--- src/rtl/addsub_seq_n.sv ---
// Multi-cycle add/subtract unit: operands are consumed LSB-first, nb_chunk bits
// per clock, with the slice carry held in a register between slices.
module addsub_seq_n #(
    parameter int nb_bit   = 24,
    parameter int nb_chunk = 8
) (
    input  logic              clk_i,
    input  logic              rst_i,
    input  logic              start_i,
    input  logic              sub_i,
    input  logic [nb_bit-1:0] a_i,
    input  logic [nb_bit-1:0] b_i,
    output logic              ready_o,
    output logic              done_o,
    output logic [nb_bit-1:0] result_o,
    output logic              carry_o,
    output logic              ovf_o,
    output logic              lt_o,
    output logic              zero_o
);

    localparam int N  = nb_bit / nb_chunk;
    localparam int CW = (N > 1) ? $clog2(N) : 1;
    localparam logic [CW-1:0] LAST = CW'(N - 1);

    generate
        if ((nb_bit % nb_chunk) != 0) begin : g_bad_chunk
            $error("addsub_seq_n: nb_chunk must divide nb_bit");
        end
    endgenerate

    typedef enum logic [1:0] {
        S_IDLE = 2'd0,
        S_RUN  = 2'd1,
        S_DONE = 2'd2
    } state_t;

    state_t              r_state;
    logic [CW-1:0]       r_cnt;
    logic [nb_bit-1:0]   r_a;
    logic [nb_bit-1:0]   r_b;
    logic [nb_bit-1:0]   r_work;
    logic                r_sub;
    logic                r_carry;
    logic                r_ready;
    logic                r_done;
    logic [nb_bit-1:0]   r_result;
    logic                r_carry_o;
    logic                r_ovf;
    logic                r_lt;
    logic                r_zero;

    logic [nb_chunk-1:0] w_bb;
    logic [nb_chunk:0]   w_sum;
    logic [nb_bit-1:0]   w_work_next;
    logic                w_accept;
    logic                w_last;
    logic                w_ovf;

    // Operands shift right each RUN cycle, so the active slice is always the low chunk.
    always_comb begin
        w_bb     = r_sub ? ~r_b[nb_chunk-1:0] : r_b[nb_chunk-1:0];
        w_sum    = {1'b0, r_a[nb_chunk-1:0]} + {1'b0, w_bb} + {{nb_chunk{1'b0}}, r_carry};
        w_accept = start_i & r_ready;
        w_last   = (r_cnt == LAST);
        // On the last slice the low chunk of r_a / w_bb holds the original MSBs.
        w_ovf    = (r_a[nb_chunk-1] == w_bb[nb_chunk-1]) &&
                   (w_work_next[nb_bit-1] != r_a[nb_chunk-1]);
    end

    for (genvar k = 0; k < N; k++) begin : g_slice
        assign w_work_next[k*nb_chunk +: nb_chunk] =
            (r_cnt == CW'(k)) ? w_sum[nb_chunk-1:0] : r_work[k*nb_chunk +: nb_chunk];
    end

    // Control FSM, slice datapath and registered visible outputs.
    always_ff @(posedge clk_i or posedge rst_i) begin
        if (rst_i) begin
            r_state   <= S_IDLE;
            r_cnt     <= {CW{1'b0}};
            r_a       <= {nb_bit{1'b0}};
            r_b       <= {nb_bit{1'b0}};
            r_work    <= {nb_bit{1'b0}};
            r_sub     <= 1'b0;
            r_carry   <= 1'b0;
            r_ready   <= 1'b1;
            r_done    <= 1'b0;
            r_result  <= {nb_bit{1'b0}};
            r_carry_o <= 1'b0;
            r_ovf     <= 1'b0;
            r_lt      <= 1'b0;
            r_zero    <= 1'b0;
        end else begin
            r_done <= 1'b0;
            case (r_state)
                S_IDLE, S_DONE: begin
                    if (w_accept) begin
                        r_a     <= a_i;
                        r_b     <= b_i;
                        r_sub   <= sub_i;
                        r_carry <= sub_i;
                        r_cnt   <= {CW{1'b0}};
                        r_ready <= 1'b0;
                        r_state <= S_RUN;
                    end else begin
                        r_ready <= 1'b1;
                        r_state <= S_IDLE;
                    end
                end
                S_RUN: begin
                    r_a     <= r_a >> nb_chunk;
                    r_b     <= r_b >> nb_chunk;
                    r_work  <= w_work_next;
                    r_carry <= w_sum[nb_chunk];
                    r_cnt   <= r_cnt + 1'b1;
                    if (w_last) begin
                        r_state   <= S_DONE;
                        r_ready   <= 1'b1;
                        r_done    <= 1'b1;
                        r_result  <= w_work_next;
                        r_carry_o <= r_sub ? ~w_sum[nb_chunk] : w_sum[nb_chunk];
                        r_lt      <= r_sub & ~w_sum[nb_chunk];
                        r_ovf     <= w_ovf;
                        r_zero    <= (w_work_next == {nb_bit{1'b0}});
                    end else begin
                        r_state <= S_RUN;
                        r_ready <= 1'b0;
                    end
                end
                default: begin
                    r_state <= S_IDLE;
                    r_ready <= 1'b1;
                end
            endcase
        end
    end

    assign ready_o  = r_ready;
    assign done_o   = r_done;
    assign result_o = r_result;
    assign carry_o  = r_carry_o;
    assign ovf_o    = r_ovf;
    assign lt_o     = r_lt;
    assign zero_o   = r_zero;

endmodule

--- config.mk ---
export PLATFORM = sky130hd
export DESIGN_NAME = addsub_seq_n
export DESIGN_NICKNAME = d
export VERILOG_FILES = /design/src/rtl/addsub_seq_n.sv
export SDC_FILE = /design/constraint.sdc
export NUM_CORES = 1
export LEC_CHECK = 0
export BUFFER_PORTS_ARGS = -buffer_cell sky130_fd_sc_hd__buf_2
export CORE_ASPECT_RATIO = 0.5
export CORE_MARGIN = 8
export CORE_UTILIZATION = 56
export DETAILED_ROUTE_END_ITERATION = 7
export PLACE_DENSITY = 0.79
export SKIP_LAST_GASP = 1
export SLEW_MARGIN = 20
export SYNTH_ARGS = -nofsm -noshare
export SYNTH_HDL_FRONTEND = slang
export SYNTH_SLANG_ARGS = --single-unit
--- constraint.sdc ---
create_clock -name clk_i -period 4.1 [get_ports clk_i]
set_input_delay 0.41 -clock clk_i [delete_from_list [all_inputs] [get_ports clk_i]]
set_output_delay 0.41 -clock clk_i [all_outputs]
set_load 0.005 [all_outputs]
# Word level (Yosys, flattened, before mapping)

Index checks and enable logic that the tools add are counted.

Register bits: 108
Input port bits: 52
Output and inout port bits: 30
Word-level logic and storage cells: 57

$add $sub $neg: 3
Equal/unequal tests: 7
Muxes and demuxes: 20
Bitwise gates (word level): 4
Reduce and logical (&&, ||, !) cells: 9

Operators by type and width:

| cell                                                 | number |
|---|---|
| one-hot mux 24 bit (2 select lines)                  | 2 |
| 2-to-1 mux 24 bit                                    | 2 |
| 2-to-1 mux 8 bit                                     | 4 |
| logical NOT 24 bit                                   | 1 |
| adder 8 x 8 -> 9 bit                                 | 1 |
| adder 9 x 1 -> 9 bit                                 | 1 |
| NOT 8 bit                                            | 1 |
| one-hot mux 2 bit (2 select lines)                   | 2 |
| 2-to-1 mux 1 bit                                     | 6 |
| AND reduction 2 bit                                  | 3 |
| equality test 2 x 1 -> 1 bit (second input constant) | 2 |
| equality test 2 bit (second input constant)          | 2 |
| logical NOT 2 bit                                    | 2 |
| 2-to-1 mux 2 bit                                     | 2 |
| one-hot mux 1 bit (2 select lines)                   | 2 |
| adder 2 x 1 -> 2 bit (second input constant)         | 1 |
| bitwise AND 1 bit                                    | 2 |
| inequality test 2 bit (second input constant)        | 1 |
| nonzero test 2 bit                                   | 1 |
| OR reduction 2 bit                                   | 1 |
| equality test 1 bit                                  | 1 |
| logical AND 1 bit                                    | 1 |
| inequality test 1 bit                                | 1 |
| NOT 1 bit                                            | 1 |

# Longest topological paths before layout

Gate-level depths: netlist of run 1.

Word-level depth: 7
Depth in mapped cells: 12
Depth with buffers taken out: 11

# Least setup slack after synthesis of run 1

OpenSTA, ideal clock, no wires.

Path kind: reg-to-reg
From: register r_sub
To: register r_zero (netlist: zero_o)
Setup time: 0.065 ns
Data arrival time: 2.992 ns
Required time: 4.035 ns
Slack: 1.043 ns
Cell stages (with the launch flop): 11
Buffers on the path: 1
Period minus slack after synthesis: 3.057 ns
Cell sequence: dfrtp_1 -> clkbuf_1 -> xor2_1 -> fa_1 -> fa_1 -> a211oi_2 -> o21bai_1 -> a211o_1 -> and2_4 -> a2111oi_2 -> o22a_1

Longest elaborated chain between the ends: 5
Elaborated cells between the ends (all ways): 7
Classes of those cells: 2 x add/sub; 4 x mux; 1 x reduce/logical

Ends and longest elaborated chain:

| item                   | RTL line | source |
|---|---|---|
| start, declared        | 43       | `logic r_sub;` |
| start signal, assigned | 100      | `r_sub <= sub_i;` |
| 2-to-1 mux 8 bit *     | 62       | `w_bb = r_sub ? ~r_b[nb_chunk-1:0] : r_b[nb_chunk-1:0];` |
| adder 8 x 8 -> 9 bit * | 63       | `w_sum = {1'b0, r_a[nb_chunk-1:0]} + {1'b0, w_bb} + {{nb_chunk{1'b0}}, r_carry};` |
| adder 9 x 1 -> 9 bit * | 63       |  |
| 2-to-1 mux 8 bit       | 73       | `(r_cnt == CW'(k)) ? w_sum[nb_chunk-1:0] : r_work[k*nb_chunk +: nb_chunk];` |
| logical NOT 24 bit *   | 124      | `r_zero <= (w_work_next == {nb_bit{1'b0}});` |
| end signal, assigned   | 124      |  |
| end, declared          | 51       | `logic r_zero;` |

Every way passes the cells marked *; elsewhere a longest branch is shown, timed or not.
A chain may end at the register's enable or synchronous reset.

# Worst setup path in the final report of run 1

Same ends and word-level chain as after synthesis.

==> summary.txt, run 1 <==
Hold path
  • Worst hold start: b_i[21]
  • Hold path endpoint: r_b[21]
  • Path type of the worst min-delay path: primary input to register
  • Hold Crit Depth: 3

Drt
  • Met3 wire len: 732 um
  • Top sig layer: met4
  • DRT antenna net count: 0
  • Drt first-iter violations: 342
  • Via/cell ratio: 5.415
  • Pre-Repair DR Iteration Count: 5
  • DRC: 0
  • Total Wirelength: 11550 um
  • Metal-1 WL: 5343 um
  • Via count: 3953
  • Detail Route met2 WL: 5254 um
  • Post-DR wirelength/cell: 15.82 um

Synth
  • Main combinational cell family by area after synthesis: simple AND/OR/NAND/NOR gates
  • Synth Flop Type: dfrtp_1
  • Top cell type's share of synthesized area: 52.45%
  • Adder-cell area share of the yosys netlist: 3.580%
  • Asr flop ratio synth: 100.0%
  • Most common cell in the netlist: nand2_1
  • Post-Synth Simple-Gate Area: 20.47%
  • Synth warnings: 0
  • Synth cell types: 50
  • Syn Area/Cell: 9.039 sq um
  • Syn nets: 614
  • Post-synth EDFFs: 0
  • Post-synthesis mux area share: 2.925%
  • Post-Syn Area: 4962 sq um
  • Compound-cell area share of the yosys netlist: 13.92%
  • Synthesized flop and latch total: 105
  • Cell taking the most area after synthesis: dfrtp_1
  • Xor and xnor area share after synthesis: 2.471%
  • Cells after Synth: 549
  • Sequential area share after synthesis: 52.98%
  • Synth top cells by count: 152 x nand2_1, 104 x dfrtp_1, 54 x nor2_1
  • Area contributors post-synth: dfrtp_1 52%, nand2_1 11%, a31oi_1 4.3%, nor2_1 4.1%, o21ai_0 3.3%

Critical path
  • Worst reg2reg path depth: 9
  • CP Capture Type: register
  • WS Path Type: register to register
  • Worst R2R End: zero_o
  • Critical path required time: 4.38 ns
  • Critical path's largest stage delay: 0.54 ns
  • R2R setup slack: 0.83 ns
  • Worst EP arrival: 3.55 ns
  • Reg2reg start: r_sub
  • Slowest-stage cell, CP: dfrtp_1
  • CP most frequent cell: fa_1
  • Critical path launch point type: register
  • Crit Path Max Fanout: 10
  • Critical path, cell by cell: xor2_1 -> fa_1 -> fa_1 -> xnor2_1 -> o211ai_1 -> nor4_1 -> nand4_1 -> nor4bb_1 -> o22a_1

Clock network
  • CTS Hold Buffers Added: 0
  • Post-CTS Setup Inserts: 0
  • TritonCTS Sinks: 105
  • CTS Buf Count: 9
  • CTS tree: yes
  • CTS Buffer Depth: 2
  • Clk pin slew, worst setup/hold paths: 0.07 ns
  • # H-tree levels: 3
  • CTS Root Cell: clkbuf_16
  • Post-CTS sizing: 0
  • Skew-Pair Late Insertion Delay: 0.35 ns

Die
  • Die ar.: 12310 sq um
  • Chip width: 149.1 um
  • Total I/O pin count: 82
  • Initial Util: 57.38%
  • Row count: 24
  • Core Box Area: 8648 sq um
  • DIE HEIGHT: 82.57 um

Power
  • Share of total power in sequential cells: 30.5%
  • Worst vdd ir: 541.7 uV
  • Clock power share: 14.2%
  • Logic gate share of total power: 55.3%
  • P_sw: 2.803 mW
  • Net Sw Frac: 45.57%
  • P_int: 3.348 mW
  • P per Cell Area: 1071 nW/um^2
  • Total power: 6.152 mW
  • Leakage power: 2.845 nW

Global routing
  • Initial antenna violation count: 0
  • Overflow after GRT: 0
  • First-pass GRT wire length: 18950 um
  • Largest net degree at the start of global routing: 74
  • Total Routing Usage GR: 19.27%
  • Vias in the first global route: 3952

Timing
  • Final period utilization: 79.67%
  • Worst Tran Pin Value: 0.9267 ns
  • Slew Limit Headroom: 38.22%
  • Final-report setup violation count: 0
  • Setup TNS: 0 ns
  • Minimum clock period: 3.267 ns
  • Skew final: 0.008177 ns
  • Max Fclk: 306.1 MHz
  • Fin. Hold Viols: 0
  • Max-slew violations: 0
  • RSZ-0062 raised after global routing: false

Layout
  • N_diodes: 0
  • # fillers: 714
  • Synth-to-Final Area Change: 15.73%
  • Layout Nets: 673
  • Layout cell share with drive strength beyond 1: 19.58%

Job
  • Max-cap viol count: 0

Placement
  • GP Congestion: 0.8687
  • DP HPWL: 7818 um
  • Buffers on Ports: 81

Outcome
  • Status: finished clean
-- worst max-delay path: cells and delay by family, from the launching register on --
kind                     cells  cell delay, ns
XOR/XNOR                     2            0.67
flip-flops                   1            0.54
adder cells (fa/ha/maj)      2            0.93
AND/OR/NAND/NOR              3            0.74
AO/OA/AOI/OAI                2            0.33
-- cells in the final DEF (no fill, tap or decap), types with 10 or more instances in the layout --
cell,Yosys,routed
nand2_1,152,152
dfrtp_1,104,104
buf_2,1,81
nor2_1,54,53
a31oi_1,34,34
o21ai_0,33,33
nand3_1,18,18
a21oi_1,15,15
ha_1,11,11
mux2i_1,10,10
-- worst max-delay path by stage --
stage / slack (ns) / from / to / cells past startpoint
3_5_place_dp: 0.88 / r_sub / zero_o / 9
6_report: 0.83 / r_sub / zero_o / 9
3_3_place_gp: 0.99 / r_sub / zero_o / 9
4_1_cts: 0.85 / r_sub / zero_o / 9
5_1_grt: 0.66 / r_sub / carry_o / 10
2_1_floorplan: 0.93 / rst_i / carry_o / 1
-- logic make-up after synthesis --
kind of cell / count (synthesis)
and+or+nand+nor: 247
DFF: 105
muxes: 14
xor gates and xnor gates: 14
AOI/OAI and AO/OA: 108
adders and majority gates: 13
buffers and inverters: 48
-- state kept, by name, indices dropped and copies added, names as in the netlist, 2 cells and up --
| name | cells |
|---|---|
| r_state | 2 |
| r_a | 24 |
| r_b | 24 |
| result_o | 24 |
| r_cnt | 2 |
| r_work | 21 |
-- power groups by stage --
stage	Sequential (mW)	Combinational (mW)	Clock [mW]
after CTS	1.87	3.36	0.891
after detailed placement	1.89	3.32	0
after global routing	1.94	3.78	0.928
after floorplan	1.80	2.55	0
final	1.88	3.40	0.876
after global placement	1.86	3.22	0
-- per-layer routing --
metal	global-route usage, %	vias to the layer above
met4	8.791	0
met2	30.36	137
met3	5.166	24
met5	0	-
li1	-	1964
met1	24.97	1828
-- area by class of cell --
class	instances	area [sq um]	share of cell area, %
Clock inverter	5	53.80	0.9368
Sequential cell	105	2629	45.77
Clock buffer	11	252.7	4.401
Multi-Input combinational cell	396	2162	37.65
Timing Repair Buffer	85	455.4	7.930
Tap cell	117	146.4	2.549
Inverter	11	43.79	0.7625
-- stage by stage --
step,instances,hold WS [ns],setup slack [ns],cell area [sq um],util [%]
after floorplan,549,0.4422,0.9311,4962,-
after global placement,713,0.4559,0.9878,5409,62.54
after detailed placement,713,0.4650,0.8833,5409,62.54
after CTS,729,0.2338,0.8519,5715,66.09
after global routing,730,0.2545,0.6648,5743,66.41
final,730,0.2437,0.8334,5743,66.41
Power figures use the tool's default switching activity.
==> inputs of run 2 (changes only) <==
--- a/config.mk
+++ b/config.mk
@@ -8,9 +8,9 @@
 export BUFFER_PORTS_ARGS = -buffer_cell sky130_fd_sc_hd__buf_2
 export CORE_ASPECT_RATIO = 0.5
 export CORE_MARGIN = 8
-export CORE_UTILIZATION = 56
+export CORE_UTILIZATION = 51
 export DETAILED_ROUTE_END_ITERATION = 7
-export PLACE_DENSITY = 0.79
+export PLACE_DENSITY = 0.76
 export SKIP_LAST_GASP = 1
 export SLEW_MARGIN = 20
 export SYNTH_ARGS = -nofsm -noshare
==> constraint.sdc (replaced) <==
create_clock -name clk_i -period 2.9 [get_ports clk_i]
set_input_delay 0.29 -clock clk_i [delete_from_list [all_inputs] [get_ports clk_i]]
set_output_delay 0.29 -clock clk_i [all_outputs]
set_load 0.005 [all_outputs]
==> summary.txt, run 2 (synthesized netlist as in run 1, its figures left out) <==
Global routing
  • Vias in the first global route: 4066
  • First-pass GRT wire length: 19270 um
  • Initial antenna violation count: 0
  • Total Routing Usage GR: 17.58%
  • Largest net degree at the start of global routing: 75
  • Overflow after GRT: 0

Placement
  • DP HPWL: 7951 um
  • Placed Cells: 744
  • Buffers on Ports: 81
  • Post-Place Setup Slack: 0.01566 ns
  • GP Congestion: 0.8317
  • Post-DP Area: 5543 sq um

Clock network
  • Clk pin slew, worst setup/hold paths: 0.07 ns
  • TritonCTS Sinks: 105
  • # H-tree levels: 3
  • Skew-Pair Late Insertion Delay: 0.34 ns
  • CTS Root Cell: clkbuf_16
  • CTS Buf Count: 9
  • CTS Buffer Depth: 2
  • CTS Hold Buffers Added: 0
  • CTS tree: yes

Die
  • Total I/O pin count: 82
  • Die ar.: 13330 sq um
  • Row count: 25
  • DIE HEIGHT: 85.75 um
  • Chip width: 155.5 um
  • Initial Util: 52.53%
  • Core Box Area: 9447 sq um

Critical path
  • Critical path launch point type: register
  • Critical path's largest stage delay: 0.39 ns
  • Worst reg2reg path depth: 9
  • Crit Path Max Fanout: 3
  • Critical path, cell by cell: xor2_1 -> fa_2 -> fa_2 -> a211oi_2 -> o21bai_1 -> a211o_1 -> and2_4 -> a2111oi_2 -> o22a_1
  • Levels on crit path: 9
  • Slowest-stage cell, CP: dfrtp_1
  • Buf/Inv on CP: 0
  • Critical path required time: 3.18 ns
  • WS Path Type: register to register
  • Crit-path leading delay family: compound AO/OA/AOI/OAI gates
  • CP most frequent cell: fa_2
  • CP Capture Type: register
  • Worst EP arrival: 3.03 ns

Layout
  • Layout cell share with drive strength beyond 1: 21.53%
  • Layout Nets: 687
  • # fillers: 840
  • Most frequent cells in the layout: 152 x nand2_1, 104 x dfrtp_1, 81 x buf_2
  • Finished Layout Cells: 762
  • Final Util: 62.15%
  • Commonest non-fill, non-tap cell in the layout: nand2_1
  • N_diodes: 0
  • Synth-to-Final Area Change: 18.31%
  • Layout Cell Area excl Fill: 5871 sq um

Drt
  • Pre-Repair DR Iteration Count: 4
  • Drt first-iter violations: 246
  • Via/cell ratio: 5.270
  • Via count: 4016
  • DRC: 0
  • Total Wirelength: 11130 um
  • Post-DR wirelength/cell: 14.61 um
  • DRT antenna net count: 0

Timing
  • Max-slew violations: 0
  • Final-report setup violation count: 0
  • Hold_ws: 0.05333 ns
  • Worst Tran Pin Value: 0.9302 ns
  • Fin. Hold Viols: 0
  • Setup TNS: 0 ns
  • Setup ws final: 0.1438 ns
  • Max Fclk: 362.8 MHz
  • Skew final: 0.007051 ns
  • Final period utilization: 95.04%
  • Minimum clock period: 2.756 ns
  • Slew Limit Headroom: 37.99%
  • RSZ-0062 raised after global routing: false

Power
  • Leakage power: 2.898 nW
  • Total power: 9.113 mW
  • P per Cell Area: 1552 nW/um^2
  • Worst vdd ir: 841.3 uV

Outcome
  • Status: finished clean

Hold path
  • Path type of the worst min-delay path: primary input to asynchronous set/reset pin

Job
  • Max-cap viol count: 0
run 2: worst paths after layout:
path | start | to | slack [ns]
setup reg to reg | r_sub | zero_o | 0.14
min in group clk_i | b_i[22] | r_b[22] | 0.14
max in group asynchronous | rst_i | r_work[12] | 2.06
setup / recovery | r_sub | zero_o | 0.14
hold / removal | rst_i | r_a[12] | 0.05
hold reg to reg | result_o[2] | result_o[2] | 0.47
run 2: layout make-up:
| class | instances | area (sq um) | share of cell area [%] |
|---|---|---|---|
| Tap cell | 135 | 168.9 | 2.877 |
| Clock buffer | 12 | 256.5 | 4.369 |
| Sequential cell | 105 | 2629 | 44.78 |
| Clock inverter | 4 | 51.30 | 0.8738 |
| Multi-Input combinational cell | 396 | 2167 | 36.91 |
| Timing Repair Buffer | 99 | 553.0 | 9.420 |
| Inverter | 11 | 45.04 | 0.7673 |
run 2: repair_timing:
action                                 in CTS  in global routing
endpoints found under the hold margin       0                  0
resized for setup                           1                  1
buffers inserted                            1                  1
pin swaps                                   1                  1
setup endpoints to repair                   1                  2
run 2: power breakdown:
part / internal (mW) / leakage (nW) / switching (mW)
clock: 0.717 / 0.149 / 0.515
combinational: 2.22 / 1.46 / 3.04
sequential: 2.19 / 1.29 / 0.427
run 2: per-layer routing:
metal	GRT usage, %	vias to the layer above	part of all wire, %
met3	4.112	12	4.2
met1	23.29	1922	47
met5	0	-	0
met4	4.983	0	1.1
met2	28.42	78	47
li1	-	2004	-
